## config.mk

```make
export PLATFORM = sky130hd
export DESIGN_NAME = ex_mem_skid_reg
export DESIGN_NICKNAME = d
export VERILOG_FILES = /design/src/rtl/ex_mem_skid_reg.sv
export SDC_FILE = /design/constraint.sdc
export NUM_CORES = 1
export LEC_CHECK = 0
export ABC_AREA = 1
export BUFFER_PORTS_ARGS = -buffer_cell sky130_fd_sc_hd__clkbuf_2
export CAP_MARGIN = 20
export CORE_MARGIN = 5
export CORE_UTILIZATION = 57
export CTS_CLUSTER_SIZE = 12
export DETAILED_ROUTE_END_ITERATION = 10
export PLACE_DENSITY = 0.84
export REMOVE_ABC_BUFFERS = 1
export SYNTH_ARGS = -nofsm -noshare
export SYNTH_HDL_FRONTEND = slang
export SYNTH_SLANG_ARGS = --single-unit
```

## constraint.sdc

```tcl
create_clock -name clk -period 4.7 [get_ports clk]
set_input_delay 1.175 -clock clk [delete_from_list [all_inputs] [get_ports clk]]
set_output_delay 1.175 -clock clk [all_outputs]
set_load 0.05 [all_outputs]
```

## src/rtl/ex_mem_skid_reg.sv

```systemverilog
// EX->MEM pipeline register with a one-entry skid buffer, forwarding tap and stall counter.
// in_ready is registered, so no combinational path runs from out_ready back to the EX stage.
module ex_mem_skid_reg #(
    parameter int DATA_W = 64,
    parameter int REG_W  = 5,
    parameter int CNT_W  = 16
) (
    input  logic              clk,
    input  logic              rst_n,
    input  logic              in_valid,
    output logic              in_ready,
    input  logic [DATA_W-1:0] in_result,
    input  logic [REG_W-1:0]  in_rd,
    input  logic              in_wb_en,
    input  logic              in_mem_rd,
    input  logic              in_mem_wr,
    input  logic [DATA_W-1:0] in_store_data,
    input  logic              flush,
    output logic              out_valid,
    input  logic              out_ready,
    output logic [DATA_W-1:0] out_result,
    output logic [DATA_W-1:0] out_store_data,
    output logic [REG_W-1:0]  out_rd,
    output logic              out_wb_en,
    output logic              out_mem_rd,
    output logic              out_mem_wr,
    output logic              out_zero,
    output logic              fwd_valid,
    output logic [REG_W-1:0]  fwd_rd,
    output logic [DATA_W-1:0] fwd_result,
    output logic [CNT_W-1:0]  stall_cnt
);

    // state    | meaning
    // ST_EMPTY | MAIN and SKID both invalid
    // ST_ONE   | MAIN valid, SKID invalid
    // ST_FULL  | MAIN and SKID valid, in_ready low
    typedef enum logic [1:0] {
        ST_EMPTY = 2'b00,
        ST_ONE   = 2'b01,
        ST_FULL  = 2'b11
    } state_t;

    typedef struct packed {
        logic [DATA_W-1:0] result;
        logic [DATA_W-1:0] store_data;
        logic [REG_W-1:0]  rd;
        logic              wb_en;
        logic              mem_rd;
        logic              mem_wr;
        logic              zero;
    } entry_t;

    state_t           r_state;
    state_t           w_state_nxt;
    logic             r_in_ready;
    entry_t           r_main;
    entry_t           r_skid;
    entry_t           w_in_entry;
    logic             w_main_valid;
    logic             w_accept;
    logic             w_drain;
    logic             w_ld_main_in;
    logic             w_ld_main_skid;
    logic             w_ld_skid;
    logic [CNT_W-1:0] r_stall_cnt;

    assign w_main_valid = (r_state != ST_EMPTY);
    assign w_accept     = in_valid && r_in_ready;
    assign w_drain      = w_main_valid && out_ready;

    always_comb begin
        w_in_entry.result     = in_result;
        w_in_entry.store_data = in_store_data;
        w_in_entry.rd         = in_rd;
        w_in_entry.wb_en      = in_wb_en;
        w_in_entry.mem_rd     = in_mem_rd;
        w_in_entry.mem_wr     = in_mem_wr;
        w_in_entry.zero       = (in_result == '0);
    end

    always_comb begin
        w_state_nxt    = r_state;
        w_ld_main_in   = 1'b0;
        w_ld_main_skid = 1'b0;
        w_ld_skid      = 1'b0;
        if (flush) begin
            // Flush wins over any accept/drain; payloads are left untouched.
            w_state_nxt = ST_EMPTY;
        end else begin
            case (r_state)
                ST_EMPTY: begin
                    if (w_accept) begin
                        w_state_nxt  = ST_ONE;
                        w_ld_main_in = 1'b1;
                    end
                end
                ST_ONE: begin
                    if (w_accept && w_drain) begin
                        w_ld_main_in = 1'b1;
                    end else if (w_accept) begin
                        w_state_nxt = ST_FULL;
                        w_ld_skid   = 1'b1;
                    end else if (w_drain) begin
                        w_state_nxt = ST_EMPTY;
                    end
                end
                ST_FULL: begin
                    if (w_drain) begin
                        w_state_nxt    = ST_ONE;
                        w_ld_main_skid = 1'b1;
                    end
                end
                default: w_state_nxt = ST_EMPTY;
            endcase
        end
    end

    always_ff @(posedge clk or negedge rst_n) begin
        if (!rst_n) begin
            r_state    <= ST_EMPTY;
            r_in_ready <= 1'b0;
            r_main     <= '0;
            r_skid     <= '0;
        end else begin
            r_state    <= w_state_nxt;
            r_in_ready <= (w_state_nxt != ST_FULL);
            if (w_ld_main_in) begin
                r_main <= w_in_entry;
            end else if (w_ld_main_skid) begin
                r_main <= r_skid;
            end
            if (w_ld_skid) begin
                r_skid <= w_in_entry;
            end
        end
    end

    always_ff @(posedge clk or negedge rst_n) begin
        if (!rst_n) begin
            r_stall_cnt <= '0;
        end else if (w_main_valid && !out_ready && (r_stall_cnt != '1)) begin
            r_stall_cnt <= r_stall_cnt + CNT_W'(1);
        end
    end

    assign in_ready       = r_in_ready;
    assign out_valid      = w_main_valid;
    assign out_result     = r_main.result;
    assign out_store_data = r_main.store_data;
    assign out_rd         = r_main.rd;
    assign out_wb_en      = r_main.wb_en;
    assign out_mem_rd     = r_main.mem_rd;
    assign out_mem_wr     = r_main.mem_wr;
    assign out_zero       = r_main.zero;
    assign fwd_valid      = w_main_valid && r_main.wb_en && (r_main.rd != '0);
    assign fwd_rd         = r_main.rd;
    assign fwd_result     = r_main.result;
    assign stall_cnt      = r_stall_cnt;

endmodule

```

==> flow_summary.toml, run 1 <==
[worst_setup_path]
worst-r2r-cell-count = 6
worstReg2RegEnd = "out_store_data[23]$_DFFE_PN0P_"
crit_arrival_ns = 1.74
startpoint_type = "flop"
timing.rr.start = "r_state[1]$_DFF_PN0_"
critical_path_class = "flop to output port"
critPathMaxFanout = 3
ff2ff_setup_slack_ns = 2.31
critPathRequiredTime_ns = 3.52
cp-end-kind = "output port"

[power_and_ir_drop]
powerDensity_nw_per_um2 = 522
p_switching_mw = 3.13
power.leakage_nw = 8.36
peakVddDrop_mv = 0.372
swShare = 0.391
combinationalPowerShare = 0.303
seqPwrFrac = 0.421
pwr-share-clk = 0.277
power.internal_mw = 4.88

[synth]
ys_warn_count = 0
syn-cell-area_um2 = 13000
ys_types = 28
synth-seq-area-share = 0.565
avgSynthCellArea_um2 = 8.96
synthCells = 1449
synth.ff_latch_count = 293

[sta]
tightest_slew_ns = 0.958
drv_slew = 0
period_share = 0.619
slew_headroom = 0.361
rsz0062_at_grt = "no"
setup_ws_ns = 1.79
max_freq_mhz = 343
hold_viol = 0
finalSetupViolCount = 0
period_needed_ns = 2.91
fin_worst_skew_ns = 0.00759

[detailed_routing]
antenna_left = 0
wl_per_cell_um = 16.5
via_count = 10800
drt_iter0_drc = 881
routed_via_density = 5.37
drc_errors = 0
drt-pass1-iter-count = 5
finalWirelength_um = 33200

[grt]
gr-total-overflow = 0
grt_most_used_layer = "met2"
grt_pass1_wl_um = 54800
grt.met1_usage = 0.341
grt_start_max_net_pins = 127
grt_pass1_vias = 10800
grtUsageMet3 = 0.0375
antenna_found_initial = 1
grt_util_met2 = 0.428
grt_util_all_layers = 0.253

[layout]
final_net_count = 1855
synthToLayoutAreaGrowth_pct = 18.3
regArea_um2 = 7330
drive_above_1_share = 0.249
fill_cells = 1747
multiInputGateArea_um2 = 3800
finalNonFillerCells = 2015

[clock_network]
postCtsSetupBuffers = 0
cts_made_buffers = 30
cts_tree = "built"
clk_pin_slew_worst_paths_ns = 0.06
cts_root_buffer = "clkbuf_16"
postCtsResizedCells = 0
h-tree-depth = 1
clk_latency_ns = 0.53
clock-sinks = 293
cts_hold_buffers = 0
clock_path_buffers = 3

[die]
die_x_um = 161
rows = 55
ios = 366
coreArea_um2 = 22500
dieArea_um2 = 25900
start_util = 0.577
die_y_um = 161

[hold_path]
min_to = "r_skid[20]$_DFFE_PN0P_"
hold_depth = 2
min_from = "r_skid[20]$_DFFE_PN0P_"
hold_class = "flop to flop"

[placed_design]
gp_congestion = 0.910
dp_slack_ns = 1.43
io_buffers = 365
dp.cells = 1966
dp_hpwl_um = 22600

[outcome]
outcome = "finished clean"

[job]
cap_violations = 0
[Yosys cell counts (all sizes together)]
master,n,area (um2)
clkbuf,29,109
nand4,3,18.8
nand3b,3,22.5
o21ai,110,558
nand2,342,1290
o221ai,100,876
buf,115,793
o311ai,1,8.76
ha,1,12.5
o211ai,36,270
dfrtp,293,7330
nand3,9,50.1
a21oi,40,200
nor2,95,359
nor3,5,36.3
xor2,7,61.3
xnor2,2,17.5
inv,258,968
[state kept, by name, summed over array words and instances (netlist names), 2 cells and up]
register	flops
fwd_rd	5
out_store_data	64
r_skid	137
fwd_result	64
stall_cnt	16
r_state	2
[metrics by stage]
step / hold WS [ns] / instance area [um2] / utilization / total power [mW] / setup TNS [ns]
finish: 0.483 / 15400 / 0.683 / 8.01 / 0
detailed placement: 0.474 / 14500 / 0.642 / 5.83 / 0
floorplan: 0.453 / 12100 / - / 5.10 / -321.62
global route: 0.507 / 15400 / 0.683 / 8.41 / 0
CTS: 0.489 / 15400 / 0.682 / 8.06 / 0
global placement: 0.466 / 14500 / 0.642 / 5.75 / 0
[cell type report]
cell class | count | share of cell area
well taps | 285 | 0.0232
inverters | 258 | 0.0632
flip-flops and latches | 293 | 0.477
clock buffers | 44 | 0.0576
repair buffers | 376 | 0.130
multi-input cells | 754 | 0.247
clock inverters | 4 | 0.00130
diodes | 1 | 0.000163
[critical path: stages, from the launching register on]
cell	delay, ns
dfrtp_1	0.42
inv_1	0.10
nand3_1	0.09
o311ai_0	0.28
inv_1	0.08
clkbuf_2	0.24
[metal layers]
| layer | wire (um) | up-vias |
|---|---|---|
| li1 | - | 5073 |
| met1 | 13500 | 5205 |
| met2 | 16500 | 453 |
| met3 | 2260 | 82 |
| met4 | 992 | 0 |
| met5 | 0 | - |
[cells by family after synthesis]
family / after synthesis / share of synthesized area
AOI/OAI and AO/OA: 287 / 0.147
xor gates and xnor gates: 9 / 0.00607
adders and majority gates: 1 / 0.000963
buffers and inverters: 402 / 0.144
DFF: 293 / 0.565
and+or+nand+nor: 457 / 0.137
[power groups by stage]
stage	clock network [mW]	registers, mW	logic [mW]
final	2.22	3.37	2.43
after global routing	2.38	3.43	2.61
after CTS	2.25	3.36	2.45
after detailed placement	0	3.39	2.44
after global placement	0	3.38	2.37
after floorplan	0	4.48	0.623
[how the worst max path moves through the flow]
stage | startpoint | end | slack [ns] | cells after the start
finish | fwd_rd[4]$_DFFE_PN0P_ | fwd_valid | 1.79 | 5
global placement | flush | out_store_data[4]$_DFFE_PN0P_ | 1.50 | 8
global route | fwd_rd[4]$_DFFE_PN0P_ | fwd_valid | 1.71 | 5
detailed placement | flush | out_store_data[0]$_DFFE_PN0P_ | 1.43 | 8
CTS | fwd_rd[4]$_DFFE_PN0P_ | fwd_valid | 1.76 | 5
floorplan | flush | fwd_rd[0]$_DFFE_PN0P_ | -1.30 | 6
[cell usage in the layout (no fill, tap or decap), types with 2 or more instances in the layout]
cell / n
nor2_1: 94
nand3_1: 8
nand2_2: 3
inv_2: 3
clkbuf_8: 6
nand4_1: 3
nand2_1: 338
clkbuf_2: 364
o221ai_1: 100
clkbuf_1: 7
buf_12: 6
clkbuf_16: 31
o21ai_2: 2
inv_1: 254
dfrtp_1: 293
a21oi_1: 40
buf_4: 5
o211ai_1: 36
o21ai_0: 72
xnor2_1: 2
xor2_1: 7
nor3_1: 4
nand3b_1: 3
o21ai_1: 36
clkinv_2: 4
No activity file was read; power rests on OpenSTA's default activity.
==> run 2, diff against run 1 <==
--- a/config.mk
+++ b/config.mk
@@ -9,10 +9,10 @@
 export BUFFER_PORTS_ARGS = -buffer_cell sky130_fd_sc_hd__clkbuf_2
 export CAP_MARGIN = 20
 export CORE_MARGIN = 5
-export CORE_UTILIZATION = 57
+export CORE_UTILIZATION = 52
 export CTS_CLUSTER_SIZE = 12
 export DETAILED_ROUTE_END_ITERATION = 10
-export PLACE_DENSITY = 0.84
+export PLACE_DENSITY = 0.78
 export REMOVE_ABC_BUFFERS = 1
 export SYNTH_ARGS = -nofsm -noshare
 export SYNTH_HDL_FRONTEND = slang
==> constraint.sdc (replaced) <==
create_clock -name clk -period 2.9 [get_ports clk]
set_input_delay 0.725 -clock clk [delete_from_list [all_inputs] [get_ports clk]]
set_output_delay 0.725 -clock clk [all_outputs]
set_load 0.05 [all_outputs]
==> flow_summary.toml, run 2 (synthesis gave the netlist of run 1 again) <==
[worst_setup_path]
path_cells = "inv_1, nand3_1, o311ai_0, inv_1, clkbuf_2"
critPathRequiredTime_ns = 2.17
critical_path_class = "flop to output port"
startpoint_type = "flop"
path_buf_inv = 3
slowest_delay_ns = 0.41
timing.rr.start = "r_state[1]$_DFF_PN0_"
cp_slowest_cell = "dfrtp_1"
critPathMaxFanout = 3
worst-r2r-cell-count = 7
crit_arrival_ns = 1.76
crit_top_cell = "inv_1"
cp-end-kind = "output port"
crit_family = "buffers and inverters"
worstReg2RegEnd = "out_store_data[40]$_DFFE_PN0P_"
ff2ff_setup_slack_ns = 0.94

[grt]
grt_util_all_layers = 0.231
grt_pass1_vias = 10800
antenna_found_initial = 0
grt_most_used_layer = "met2"
gr-total-overflow = 0
grt_pass1_wl_um = 54800
grt_util_met2 = 0.396
grtUsageMet3 = 0.0422
grt_start_max_net_pins = 137
grt.met1_usage = 0.307

[die]
coreArea_um2 = 24500
start_util = 0.531
die_x_um = 168
dieArea_um2 = 28200
ios = 366
die_y_um = 168
rows = 57

[detailed_routing]
routed_via_density = 5.18
drt-pass1-iter-count = 5
via_count = 10700
drt_iter0_drc = 908
wl_per_cell_um = 16.1
drc_errors = 0
finalWirelength_um = 33300
antenna_left = 0

[clock_network]
postCtsResizedCells = 0
clk_pin_slew_worst_paths_ns = 0.06
cts_hold_buffers = 0
h-tree-depth = 1
clock-sinks = 293
cts_made_buffers = 31
cts_root_buffer = "clkbuf_16"
cts_tree = "built"
clock_path_buffers = 3
postCtsSetupBuffers = 0
clk_latency_ns = 0.53

[sta]
fin_worst_skew_ns = 0.00632
period_share = 0.859
hold_viol = 0
finalSetupViolCount = 0
slew_headroom = 0.519
drv_slew = 0
tightest_slew_ns = 0.722
period_needed_ns = 2.49
rsz0062_at_grt = "no"
max_freq_mhz = 402

[power_and_ir_drop]
peakVddDrop_mv = 0.558
power.internal_mw = 7.87
pwr-share-clk = 0.275
swShare = 0.392
combinationalPowerShare = 0.302
power_mw = 12.9
power.leakage_nw = 8.39
p_switching_mw = 5.08
seqPwrFrac = 0.422
powerDensity_nw_per_um2 = 837

[placed_design]
dpl_cell_area_um2 = 14600
io_buffers = 365
gp_congestion = 0.887
dp_hpwl_um = 22900

[layout]
mostFrequentLayoutCell = "clkbuf_2"
top_register = "r_skid"
diodes = 0
synthToLayoutAreaGrowth_pct = 19.1
layout_common_cells = "clkbuf_2 (364), nand2_1 (338), dfrtp_1 (293)"
final_cell_area_um2 = 15500
largest_reg_flops = 137
drive_above_1_share = 0.250
final_net_count = 1860

[outcome]
outcome = "finished clean"

[job]
cap_violations = 0

[hold_path]
hold_class = "input pin to asynchronous set/reset pin"
## run 2: cell count changes in the layout (fill, tap and decap cells not counted), sizes merged
cell / change
clkinv: +3
clkinvlp: +1
diode: -1
clkbuf: +1
buf: +4
## run 2: worst max-delay path by stage
| stage | startpoint | end | slack (ns) | depth (start not counted) |
|---|---|---|---|---|
| 6_report | fwd_rd[2]$_DFFE_PN0P_ | fwd_valid | 0.41 | 5 |
| 5_1_grt | fwd_rd[2]$_DFFE_PN0P_ | fwd_valid | 0.28 | 5 |
| 4_1_cts | fwd_rd[2]$_DFFE_PN0P_ | fwd_valid | 0.40 | 5 |
| 3_5_place_dp | out_ready | out_store_data[19]$_DFFE_PN0P_ | 0.57 | 9 |
| 3_3_place_gp | out_ready | out_store_data[31]$_DFFE_PN0P_ | 0.64 | 9 |
| 2_1_floorplan | flush | fwd_rd[0]$_DFFE_PN0P_ | -2.65 | 6 |
## run 2: final cells by class
class	instances	area (um2)
fillers	2015	8990
inverters	258	971
multi-input cells	754	3800
clock inverters	8	42.5
well taps	324	405
flip-flops and latches	293	7330
repair buffers	380	2060
clock buffers	45	858
## run 2: power by group through the flow
stage	Clock (mW)	Combinational, mW	Sequential, mW
global route	3.82	4.22	5.56
CTS	3.63	3.96	5.46
finish	3.56	3.92	5.47
detailed placement	0	3.95	5.51
floorplan	0	1.01	7.26
global placement	0	3.85	5.49
## run 2: per-layer routing
layer,share of wire,up-vias
met5,0,-
met4,0.021,0
met3,0.073,49
met2,0.49,415
met1,0.41,5120
li1,-,5091
## run 2: metrics by stage
step | worst slack, ns | util | setup TNS [ns] | hold WS, ns | std cells
2_1_floorplan | -2.65 | - | -691.52 | 0.429 | 1305
3_3_place_gp | 0.642 | 0.596 | 0 | 0.466 | 2009
3_5_place_dp | 0.569 | 0.596 | 0 | 0.474 | 2009
4_1_cts | 0.399 | 0.632 | 0 | 0.0845 | 2062
5_1_grt | 0.279 | 0.632 | 0 | 0.0974 | 2062
6_report | 0.410 | 0.632 | 0 | 0.0837 | 2062
